File: src/rtl/minrv32_ifetch_if.sv
// ---------------------------------------------------------------------------
// minrv32_ifetch_if
//  Instruction-memory request bus between the minrv32 fetch stage and imem.
//  valid  : request present (held with addr until ready)
//  addr   : word address of the request, bits[1:0] always 0
//  ready  : request accepted; rdata is valid in the same cycle
//  rdata  : instruction word returned by imem
//  master : fetch-stage side, slave : memory side
// ---------------------------------------------------------------------------
interface minrv32_ifetch_if;
   logic        valid;
   logic [31:0] addr;
   logic        ready;
   logic [31:0] rdata;

   modport master (output valid, output addr, input ready, input rdata);
   modport slave  (input valid, input addr, output ready, output rdata);
endinterface

File: src/rtl/minrv32_ifetch.sv
// ---------------------------------------------------------------------------
// minrv32_ifetch
//  Instruction fetch stage in front of the minrv32 single-cycle core. Owns
//  the pc, fetches over a valid/ready imem port and presents one instruction
//  at a time. An optional one-entry sequential prefetch buffer hides imem
//  latency on straight-line code.
//  Ports:
//   clk, resetn        clock / asynchronous active-low reset
//   pc, insn           current instruction and its address (NOP when invalid)
//   insn_valid         insn holds the fetched word at pc
//   step, pc_next      core commits insn and supplies the following pc
//   fetch_fault        sticky misaligned-pc_next indication
//   imem               instruction-memory request bus (master side)
//  PROGADDR_RESET must be word aligned.
// ---------------------------------------------------------------------------
module minrv32_ifetch #(
   parameter logic [31:0] PROGADDR_RESET  = 32'h0000_0000,
   parameter int          ENABLE_PREFETCH = 1,
   parameter logic [31:0] NOP_INSN        = 32'h0000_0013
) (
   input  logic             clk,
   input  logic             resetn,
   output logic [31:0]      pc,
   output logic [31:0]      insn,
   output logic             insn_valid,
   input  logic             step,
   input  logic [31:0]      pc_next,
   output logic             fetch_fault,
   minrv32_ifetch_if.master imem
);

   typedef enum logic [1:0] {
      FETCH = 2'd0,
      READY = 2'd1,
      DRAIN = 2'd2,
      FAULT = 2'd3
   } state_t;

   localparam logic PF_ON = (ENABLE_PREFETCH != 0) ? 1'b1 : 1'b0;

   state_t      state_r;
   logic [31:0] pc_r;
   logic [31:0] insn_r;
   logic        insn_valid_r;
   logic        fault_r;
   logic        req_valid_r;
   logic [31:0] req_addr_r;
   logic        pf_full_r;
   logic [31:0] pf_data_r;
   logic [31:0] pf_addr_r;

   logic        grant_s;
   logic [31:0] next_plus4_s;

   // Handshake completion and the sequential successor of the incoming pc_next.
   assign grant_s      = req_valid_r & imem.ready;
   assign next_plus4_s = pc_next + 32'd4;

   // Fetch FSM: pc, current instruction, prefetch buffer and the imem request.
   // The request registers are always loaded together with the state they
   // belong to, so imem.valid/addr stay constant until the grant cycle.
   always_ff @(posedge clk or negedge resetn) begin
      if (!resetn) begin
         state_r      <= FETCH;
         pc_r         <= PROGADDR_RESET;
         insn_r       <= NOP_INSN;
         insn_valid_r <= 1'b0;
         fault_r      <= 1'b0;
         req_valid_r  <= 1'b0;
         req_addr_r   <= PROGADDR_RESET;
         pf_full_r    <= 1'b0;
         pf_data_r    <= 32'h0000_0000;
         pf_addr_r    <= 32'h0000_0000;
      end else begin
         case (state_r)
            FETCH: begin
               if (!req_valid_r) begin
                  // request is raised one cycle after reset release
                  req_valid_r <= 1'b1;
                  req_addr_r  <= pc_r;
               end else if (imem.ready) begin
                  insn_r       <= imem.rdata;
                  insn_valid_r <= 1'b1;
                  state_r      <= READY;
                  req_valid_r  <= PF_ON;
                  req_addr_r   <= pc_r + 32'd4;
               end else begin
                  state_r <= FETCH;
               end
            end
            READY: begin
               if (step) begin
                  pc_r <= pc_next;
                  if (pc_next[1:0] != 2'b00) begin
                     state_r      <= FAULT;
                     fault_r      <= 1'b1;
                     insn_r       <= NOP_INSN;
                     insn_valid_r <= 1'b0;
                     req_valid_r  <= 1'b0;
                     pf_full_r    <= 1'b0;
                  end else if (pf_full_r && (pc_next == pf_addr_r)) begin
                     insn_r      <= pf_data_r;
                     pf_full_r   <= 1'b0;
                     req_valid_r <= PF_ON;
                     req_addr_r  <= next_plus4_s;
                  end else if (grant_s && (pc_next == req_addr_r)) begin
                     // prefetch lands in the very cycle it is needed
                     insn_r      <= imem.rdata;
                     pf_full_r   <= 1'b0;
                     req_valid_r <= PF_ON;
                     req_addr_r  <= next_plus4_s;
                  end else if (req_valid_r && !imem.ready) begin
                     // request must run to completion before anything else
                     state_r      <= DRAIN;
                     insn_r       <= NOP_INSN;
                     insn_valid_r <= 1'b0;
                  end else begin
                     state_r      <= FETCH;
                     insn_r       <= NOP_INSN;
                     insn_valid_r <= 1'b0;
                     pf_full_r    <= 1'b0;
                     req_valid_r  <= 1'b1;
                     req_addr_r   <= pc_next;
                  end
               end else if (grant_s) begin
                  pf_full_r   <= 1'b1;
                  pf_data_r   <= imem.rdata;
                  pf_addr_r   <= req_addr_r;
                  req_valid_r <= 1'b0;
               end else begin
                  state_r <= READY;
               end
            end
            DRAIN: begin
               if (grant_s) begin
                  if (pc_r == req_addr_r) begin
                     state_r      <= READY;
                     insn_r       <= imem.rdata;
                     insn_valid_r <= 1'b1;
                     req_valid_r  <= PF_ON;
                     req_addr_r   <= pc_r + 32'd4;
                  end else begin
                     state_r     <= FETCH;
                     req_valid_r <= 1'b1;
                     req_addr_r  <= pc_r;
                  end
               end else begin
                  state_r <= DRAIN;
               end
            end
            FAULT: begin
               state_r <= FAULT;
            end
            default: begin
               state_r      <= FAULT;
               fault_r      <= 1'b1;
               insn_r       <= NOP_INSN;
               insn_valid_r <= 1'b0;
               req_valid_r  <= 1'b0;
            end
         endcase
      end
   end

   assign pc          = pc_r;
   assign insn        = insn_r;
   assign insn_valid  = insn_valid_r;
   assign fetch_fault = fault_r;
   assign imem.valid  = req_valid_r;
   assign imem.addr   = req_addr_r;

endmodule

File: src/flat_wrapper.sv
// flat-port wrapper written by rule: the top's interface ports become plain ports
module minrv32_ifetch_flat 
#(
   parameter logic [31:0] PROGADDR_RESET  = 32'h0000_0000,
   parameter int          ENABLE_PREFETCH = 1,
   parameter logic [31:0] NOP_INSN        = 32'h0000_0013
)
  (clk, resetn, pc, insn, insn_valid, step, pc_next, fetch_fault, imem_valid, imem_addr, imem_ready, imem_rdata);
  minrv32_ifetch_if imem_i ();
  input  logic clk;
  input  logic resetn;
  output logic [31:0] pc;
  output logic [31:0] insn;
  output logic insn_valid;
  input  logic step;
  input  logic [31:0] pc_next;
  output logic fetch_fault;
  output wire logic [$bits(imem_i.valid)-1:0] imem_valid;
  output wire logic [$bits(imem_i.addr)-1:0] imem_addr;
  input wire logic [$bits(imem_i.ready)-1:0] imem_ready;
  input wire logic [$bits(imem_i.rdata)-1:0] imem_rdata;
  assign imem_valid = imem_i.valid;
  assign imem_addr = imem_i.addr;
  assign imem_i.ready = imem_ready;
  assign imem_i.rdata = imem_rdata;
  minrv32_ifetch #(.PROGADDR_RESET(PROGADDR_RESET), .ENABLE_PREFETCH(ENABLE_PREFETCH), .NOP_INSN(NOP_INSN)) u_core (.clk(clk), .resetn(resetn), .pc(pc), .insn(insn), .insn_valid(insn_valid), .step(step), .pc_next(pc_next), .fetch_fault(fetch_fault), .imem(imem_i));
endmodule
File: config.mk
export PLATFORM = sky130hd
export DESIGN_NAME = minrv32_ifetch_flat
export DESIGN_NICKNAME = d
export VERILOG_FILES = /design/src/rtl/minrv32_ifetch_if.sv /design/src/rtl/minrv32_ifetch.sv /design/src/flat_wrapper.sv
export SDC_FILE = /design/constraint.sdc
export NUM_CORES = 1
export LEC_CHECK = 0
export ABC_AREA = 1
export CORE_MARGIN = 2
export CORE_UTILIZATION = 30
export DETAILED_ROUTE_END_ITERATION = 8
export SYNTH_ARGS = -nofsm -noshare
export SYNTH_HDL_FRONTEND = slang
export SYNTH_SLANG_ARGS = --single-unit
File: constraint.sdc
create_clock -name clk -period 2.57 [get_ports clk]
set_clock_uncertainty 0.2 [all_clocks]
set_input_delay 0.771 -clock clk [delete_from_list [all_inputs] [get_ports clk]]
set_output_delay 0.771 -clock clk [all_outputs]
set_load 0.1 [all_outputs]
Word level (Yosys, flattened, before mapping)
Cells that the tools add are included.
{"block": "classes", "n_mux": 52, "addsub": 2, "reduce_logical": 17, "eq_ne": 22, "bitwise_logic": 2}
{"op": "32-bit 2-to-1 mux", "count": 17}
{"op": "32-bit case mux with 3 select lines", "count": 2}
{"op": "32-bit == test", "count": 3}
{"op": "32-bit by 3-bit adder with 32-bit output, second input constant", "count": 2}
{"op": "1-bit 2-to-1 mux", "count": 22}
{"op": "2-bit 2-to-1 mux", "count": 8}
{"op": "6-bit AND reduction", "count": 2}
{"op": "3-bit by 2-bit != test with 1-bit output, second input constant", "count": 3}
{"op": "3-bit AND reduction", "count": 3}
{"op": "4-bit by 3-bit != test with 1-bit output, second input constant", "count": 2}
{"op": "2-bit case mux with 4 select lines", "count": 1}
{"op": "4-bit AND reduction", "count": 2}
{"op": "8-bit AND reduction", "count": 1}
{"op": "2-bit by 1-bit != test with 1-bit output, second input constant", "count": 3}
{"op": "2-bit != test, second input constant", "count": 3}
{"op": "3-bit != test, second input constant", "count": 2}
{"op": "6-bit by 3-bit != test with 1-bit output, second input constant", "count": 1}
{"op": "1-bit case mux with 3 select lines", "count": 2}
{"op": "5-bit by 2-bit != test with 1-bit output, second input constant", "count": 1}
{"op": "2-bit == test, second input constant", "count": 2}
{"op": "4-bit by 2-bit != test with 1-bit output, second input constant", "count": 1}
{"op": "2-bit nonzero test", "count": 2}
{"op": "1-bit logical AND", "count": 3}
{"op": "3-bit nonzero test", "count": 1}
{"op": "6 further kinds", "count": 6}
{"block": "word_totals", "inputBits": 68, "wordCells": 105, "regBits": 166}

Longest topological paths before layout
Gate-level depths: netlist of run 1.
{"block": "depth", "word_depth": 8, "mapped_depth": 18}

Least setup slack after synthesis of run 1
OpenSTA, ideal clock, no wires.
{"block": "synth_path", "path_type": "register to register", "startpoint": "register u_core.pc_r[2], in the netlist u_core.pc[2]", "endpoint": "register u_core.req_addr_r[20], in the netlist u_core.imem.addr[20]", "t_required_ns": 2.248, "synth_period_minus_slack_ns": 2.900, "path_stages_with_launch": 12, "setup_time_ns": 0.122, "path_slack_ns": -0.330, "arrival_ns": 2.578, "path_cell_list": "dfrtp_1 -> ha_1 -> nand3_1 -> nor2_2 -> nand2_1 -> nor2_2 -> nand2_1 -> nor2_4 -> xor2_1 -> o21ai_0 -> a21oi_1 -> a21oi_1"}
{"block": "synth_between", "elab_chain_len": 4, "word_cells_on_any_way": 7, "classes_between": "add/sub: 1; eq/ne: 1; mux: 5"}
{"element": "start: declaration", "line": "minrv32_ifetch.sv:42", "source": "logic [31:0] pc_r;"}
{"element": "start signal: assignment", "line": "minrv32_ifetch.sv:93", "source": "pc_r <= pc_next;"}
{"element": "32-bit by 3-bit adder with 32-bit output or 32-bit == test (tied branches)", "line": "minrv32_ifetch.sv:86, minrv32_ifetch.sv:141, minrv32_ifetch.sv:136"}
{"element": "32-bit 2-to-1 mux, on equally long branches", "line": "minrv32_ifetch.sv:136, minrv32_ifetch.sv:81"}
{"element": "32-bit 2-to-1 mux, on equally long branches", "line": "minrv32_ifetch.sv:135, minrv32_ifetch.sv:77"}
{"element": "32-bit case mux with 3 select lines *", "line": "minrv32_ifetch.sv:75", "source": "case (state_r)"}
{"element": "end signal: assignment", "line": "minrv32_ifetch.sv:86", "source": "req_addr_r <= pc_r + 32'd4;"}
{"element": "end signal: assignment", "line": "minrv32_ifetch.sv:141", "source": "req_addr_r <= pc_r + 32'd4;"}
{"element": "end signal: assignment", "line": "minrv32_ifetch.sv:145", "source": "req_addr_r <= pc_r;"}
{"element": "end: declaration", "line": "minrv32_ifetch.sv:47", "source": "logic [31:0] req_addr_r;"}
Mark *: on every way between the ends. The rest lies on a longest branch, timed or not. The select of a mux whose other input is x is not followed.
A chain may end at the register's enable or synchronous reset.

Worst setup path in the final report of run 1
{"block": "layout_path", "startpoint": "register u_core.pc_r[3], in the netlist u_core.pc[3]", "endpoint": "register u_core.req_addr_r[26], in the netlist u_core.imem.addr[26]"}
The elaborated chain is that of the path after synthesis.

==> metrics, run 1 <==
status complete, no violations; fin crit period 2.525 ns; synthesis-to-layout area growth 55.12%; antenna cells 0; CP endpoint kind flip-flop; most frequent CP cell nand2_1; required time worst endpoint 2.73 ns; syn_nets 1,975; ranking of synthesized cells by area dfrtp_1, nand2_1, nand3_1; EDFF count, synth 0; fin area 18,660 um^2; Mean Syn Cell Area 6.330 um^2; Slew Limit Fails 0; Rows 73; Setup crit start kind flip-flop; TritonCTS clock tree yes; CTS Buffer Depth 2; Post-synth top cells nand2_1, inv_1, nand3_1; Fin. Hold Viols 0; IO Pins 167; core area 39,640 um^2; Fmax achieved 396.0 MHz; Max VDD drop 0.5016 mV; final worst-path cycle share 98.26%; drt wl/cell 18.45 um; Seq/Total Area, Yosys 34.57%; DP Wirelength 39,190 um; critical path fanouts, max 10; clock sink count 166; synthesized area 12,030 um^2; predominant post-synthesis flop cell dfrtp_1; I/O Buffers 166; Placed Instances 2,838; Clock transition at path regs 0.08 ns; max_slew headroom 69.14%; GRT Resource Usage Total 25.25%; pin count of the biggest net entering global routing 63; Via-to-Cell Ratio 5.066; critical path type flip-flop to flip-flop; hold crit path type flip-flop to flip-flop; area of placed instances 17,140 um^2; final WL 53,680 um; root buffer cell clkbuf_16; vias 14,736; Ys Warns 0; Worst-Skew Late Latency 0.47 ns; vias in the first global route 14,122; initial antenna violation count 1; gr ovfl total 0; number of nets with antenna violations after routing 0; Die Wd 204.2 um; dominant cell type by area after synthesis dfrtp_1; drt pass-1 iters 5; layout cell share with drive strength beyond 1 32.30%; Async SR Flop Fraction 100.0%; nets 2,446; CTS Buf Count 17; post-route insts no fill 2,909; crit path cell chain inv_1 > nand2_1 > nand4_1 > nor2_1 > nand2_1 > nor2_2 > nand2_4 > clkinvlp_4 > buf_12 > nand3_1 > nand2_1 > nand2_2 > nand2_2 > a21oi_2; most numerous cell in the Yosys netlist nand2_1; Final Util 47.07%; Mapped Cells 1,900; Leak 9.071 nW; total die area 41,710 um^2; DRC viols 0; Yosys top cell area share 33.91%; FF+latch count, synth 166; first-pass GRT wire length 80,470 um; H-tree Lvls 4; Setup-failing EPs final 0; starting DRC count in detailed routing 1,214; Power per Cell Area 317.0 nW/um^2; placer congestion estimate 0.9517; CP arrival 2.69 ns; CP max stage delay 0.42 ns; count of cell types in the netlist 49; Least-Margin Pin Slew 0.4594 ns; slowest CP cell dfrtp_2; die height 204.2 um; initial core utilization 30.34%; # Max-Cap Violations 0
cells by family (layout without fill, tap and decap cells):
kind of cell	after synthesis	after routing	share of synthesized area (%)
xor gates and xnor gates	40	40	2.913
and+or+nand+nor	1139	1139	40.11
AOI/OAI and AO/OA	255	255	11.44
adders and majority gates	7	7	0.7281
DFF	166	166	34.57
buffers and inverters	293	777	10.24
cells in the final DEF, fill, tap and decap left out, types with 33 or more instances in the layout:
cell             Yosys  routed
nand2_2             11      48
nand2_1            700     653
nand3_1            165     159
a21oi_1             95      74
buf_4               10     363
nor2_1             156     137
dfrtp_2              0      47
inv_1              179     171
dfrtp_1            163     116
clkdlybuf4s50_1      0      33
buf_12               0      79
o21ai_0            110     109
metrics by stage:
step | power [mW] | TNS (ns) | worst slack (ns) | hold WS (ns)
global placement | 3.317 | -56.05 | -0.8997 | 0.2621
global route | 6.107 | -0.1242 | -0.01809 | 0.3004
floorplan | 2.846 | 0 | 0.0005833 | 0.2495
finish | 5.914 | 0 | 0.04484 | 0.2838
detailed placement | 3.318 | -56.80 | -0.8850 | 0.2655
CTS | 5.936 | 0 | 0.003111 | 0.2851
path summary, 6_finish.rpt:
| path | startpoint | to | slack [ns] | depth (start not counted) |
|---|---|---|---|---|
| worst max-delay path | u_core.pc[3]$_DFFE_PN0P_ | u_core.imem.addr[26]$_DFFE_PN0P_ | 0.04 | 14 |
| worst min-delay path | u_core.fetch_fault$_DFFE_PN0P_ | u_core.fetch_fault$_DFFE_PN0P_ | 0.28 | 1 |
| worst max register to register | u_core.pc[3]$_DFFE_PN0P_ | u_core.imem.addr[26]$_DFFE_PN0P_ | 0.04 | 14 |
| worst min register to register | u_core.fetch_fault$_DFFE_PN0P_ | u_core.fetch_fault$_DFFE_PN0P_ | 0.28 | 1 |
| max in group asynchronous | resetn | u_core.pf_data_r[29]$_DFFE_PN0P_ | 1.00 | 3 |
| min in group asynchronous | resetn | u_core.pf_data_r[6]$_DFFE_PN0P_ | 0.49 | 2 |
state kept, by name (all words and copies together) (netlist names):
signal,count
u_core.fetch_fault,1
u_core.imem.addr,32
u_core.imem.valid,1
u_core.insn,32
u_core.insn_valid,1
u_core.pc,32
u_core.pf_addr_r,32
u_core.pf_data_r,32
u_core.pf_full_r,1
u_core.state_r,2
timing repair:
action / 4_1_cts / 5_1_grt
hold buffers: 1 / 0
buffers inserted: 8 / 23
pin swaps: 14 / 64
endpoints found under the hold margin: 10 / 0
cloned: 4 / 8
setup endpoints to repair: 69 / 67
resized for setup: 109 / 167
power breakdown:
| part | internal [mW] | leakage (nW) | switching, mW |
|---|---|---|---|
| Combinational | 0.319 | 6.68 | 0.362 |
| Clock | 1.29 | 0.277 | 1.34 |
| Sequential | 2.61 | 2.11 | 0 |
| Total | 4.21 | 9.07 | 1.70 |
metal layers:
layer | vias up | track usage [%] | share of wire, %
li1 | 7000 | - | -
met1 | 6914 | 32.58 | 42
met2 | 680 | 40.40 | 45
met3 | 140 | 5.501 | 8.4
met4 | 2 | 11.36 | 4.5
met5 | - | 0 | 0.024
final cells by class:
class                   count  area, um^2
multi-input cells        1441        7163
flip-flops and latches    166        4217
clock inverters            14       140.1
well taps                 525       656.9
repair buffers            537        5259
inverters                 208       793.3
fillers                  3969       20980
clock buffers              18       429.2
critical path: cells and delay by family (launching register included):
kind / cells / cell delay, ns
DFF: 1 / 0.42
AOI/OAI and AO/OA: 1 / 0.06
and+or+nand+nor: 10 / 1.26
buffers and inverters: 3 / 0.46
(Power assumes the default switching activity.)
==> inputs of run 2 (changes only) <==
--- a/config.mk
+++ b/config.mk
@@ -7,8 +7,9 @@
 export LEC_CHECK = 0
 export ABC_AREA = 1
 export CORE_MARGIN = 2
-export CORE_UTILIZATION = 30
+export CORE_UTILIZATION = 50
 export DETAILED_ROUTE_END_ITERATION = 8
+export PLACE_DENSITY = 0.74
 export SYNTH_ARGS = -nofsm -noshare
 export SYNTH_HDL_FRONTEND = slang
 export SYNTH_SLANG_ARGS = --single-unit
==> metrics, run 2 (synthesis results as in run 1) <==
status complete, no violations; register area 4219 um^2; core area 23,540 um^2; vias 15,108; initial core utilization 51.09%; max_slew headroom 60.31%; gr ovfl total 0; CP max stage delay 0.25 ns; IO Pins 167; Least-Margin Pin Slew 0.5954 ns; Worst-Skew Late Latency 0.45 ns; first-pass GRT wire length 77,140 um; final hold slack 0.09890 ns; Rows 56; Slew Limit Fails 0; Setup-failing EPs final 0; layout cell share with drive strength beyond 1 31.35%; DP Wirelength 36,260 um; clock sink count 166; drt wl/cell 18.92 um; fin crit period 2.546 ns; initial antenna violation count 1; number of nets with antenna violations after routing 0; synthesis-to-layout area growth 50.50%; TritonCTS clock tree yes; total die area 25,310 um^2; required time worst endpoint 2.76 ns; most frequent CP cell nand2_1; Fmax achieved 392.8 MHz; Clock transition at path regs 0.09 ns; met1 usage 50.73%; drt pass-1 iters 9; slowest CP cell nor3_2; hold crit path type primary input to async pin; GRT Resource Usage Total 38.77%; commonest non-fill, non-tap cell in the layout nand2_1; Fin. Hold Viols 0; CP arrival 2.73 ns; most frequent cells in the layout nand2_1, buf_4, inv_1, nand3_1, nor2_1; Die Wd 159.1 um; nets 2,432; Power per Cell Area 339.2 nW/um^2; final worst-path cycle share 99.06%; # Max-Cap Violations 0; CTS Buf Count 17; cts hold-fix bufs 0; met3 GRT Util 9.430%; placer congestion estimate 0.9952; CP endpoint kind flip-flop; grt met2 use 61.21%; FILL cells 1,812; starting DRC count in detailed routing 1,712; Leak 8.976 nW; critical path fanouts, max 6; setup total negative slack 0 ns; CTS Buffer Depth 2; I/O Buffers 166; die height 159.1 um; area of the multi-input gates 7062 um^2; root buffer cell clkbuf_16; Setup crit start kind primary input; final WL 50,890 um; pin count of the biggest net entering global routing 49; Via-to-Cell Ratio 5.616; busiest grt layer met2; H-tree Lvls 4; critical path type primary input to flip-flop; vias in the first global route 14,328; Max VDD drop 0.3548 mV; crit path cell chain buf_2 > buf_4 > nand2_2 > nand2_2 > nor2_2 > nand2_1 > nor3_2 > nand3_2 > nand2_4 > buf_12 > buf_16 > nand2_2 > nand2_1 > nand3_1 > nand2_1 > nand2_1 > a21oi_2; DRC viols 0
## run 2: cell count changes in the layout (fill, tap and decap cells not counted), sizes merged
cell / change
inv: +4
clkdlybuf4s15: -1
diode: +1
clkinv: -1
dlygate4sd2: -1
buf: -12
dlygate4sd3: -1
clkinvlp: -2
## run 2: final cells by class
cell class | count | share of cell area (%)
flip-flops and latches | 166 | 23.31
inverters | 208 | 4.348
multi-input cells | 1441 | 39.01
well taps | 319 | 2.205
diodes | 1 | 0.01382
repair buffers | 523 | 27.54
clock buffers | 17 | 2.350
clock inverters | 15 | 1.223
## run 2: through the flow
stage / total power [mW] / setup WS, ns / area (um^2) / utilization (%) / cells
after floorplan: 2.846 / 0.0005833 / 12090 / - / 1900
after global placement: 3.299 / -0.7061 / 16670 / 70.80 / 2621
after detailed placement: 3.303 / -0.7293 / 16670 / 70.80 / 2621
after CTS: 6.105 / 0.004536 / 17690 / 75.15 / 2665
after global routing: 6.329 / -0.01749 / 18100 / 76.88 / 2689
final: 6.141 / 0.02425 / 18100 / 76.89 / 2690
## run 2: timing repair
| item | 4_1_cts | 5_1_grt |
|---|---|---|
| pin swaps | 19 | 68 |
| cloned | 5 | 6 |
| gates resized for setup | 96 | 152 |
| buffers inserted | 7 | 23 |
| endpoints found under the setup margin | 69 | 68 |
## run 2: path summary, 6_finish.rpt
path,endpoint,startpoint,slack (ns),cells past startpoint
worst max-delay path,u_core.imem.addr[26]$_DFFE_PN0P_,pc_next[12],0.02,17
worst min-delay path,u_core.imem.addr[10]$_DFFE_PN0P_,resetn,0.1,1
worst max register to register,u_core.imem.addr[26]$_DFFE_PN0P_,u_core.imem.addr[10]$_DFFE_PN0P_,0.05,16
worst min register to register,u_core.pf_data_r[24]$_DFFE_PN0P_,u_core.pf_data_r[24]$_DFFE_PN0P_,0.29,2
max in group asynchronous,u_core.insn[1]$_DFFE_PN1P_,resetn,1.41,2
min in group clk,u_core.pf_data_r[24]$_DFFE_PN0P_,u_core.pf_data_r[24]$_DFFE_PN0P_,0.29,2
## run 2: power breakdown
group | switching, mW | internal (mW)
logic | 0.366 | 0.315
clock network | 1.47 | 1.38
registers | 0 | 2.61
total | 1.84 | 4.30
## run 2: worst max-delay path: cells and delay by family
kind	cells	cell delay, ns
buf+inv	4	0.58
compound gates	1	0.14
simple gates	12	1.24
## run 2: metal layers
metal  share of wire [%]  wire (um)
met1                  38      19580
met2                  45      23030
met3                  11       5804
met4                 4.9       2478
met5                   0          0
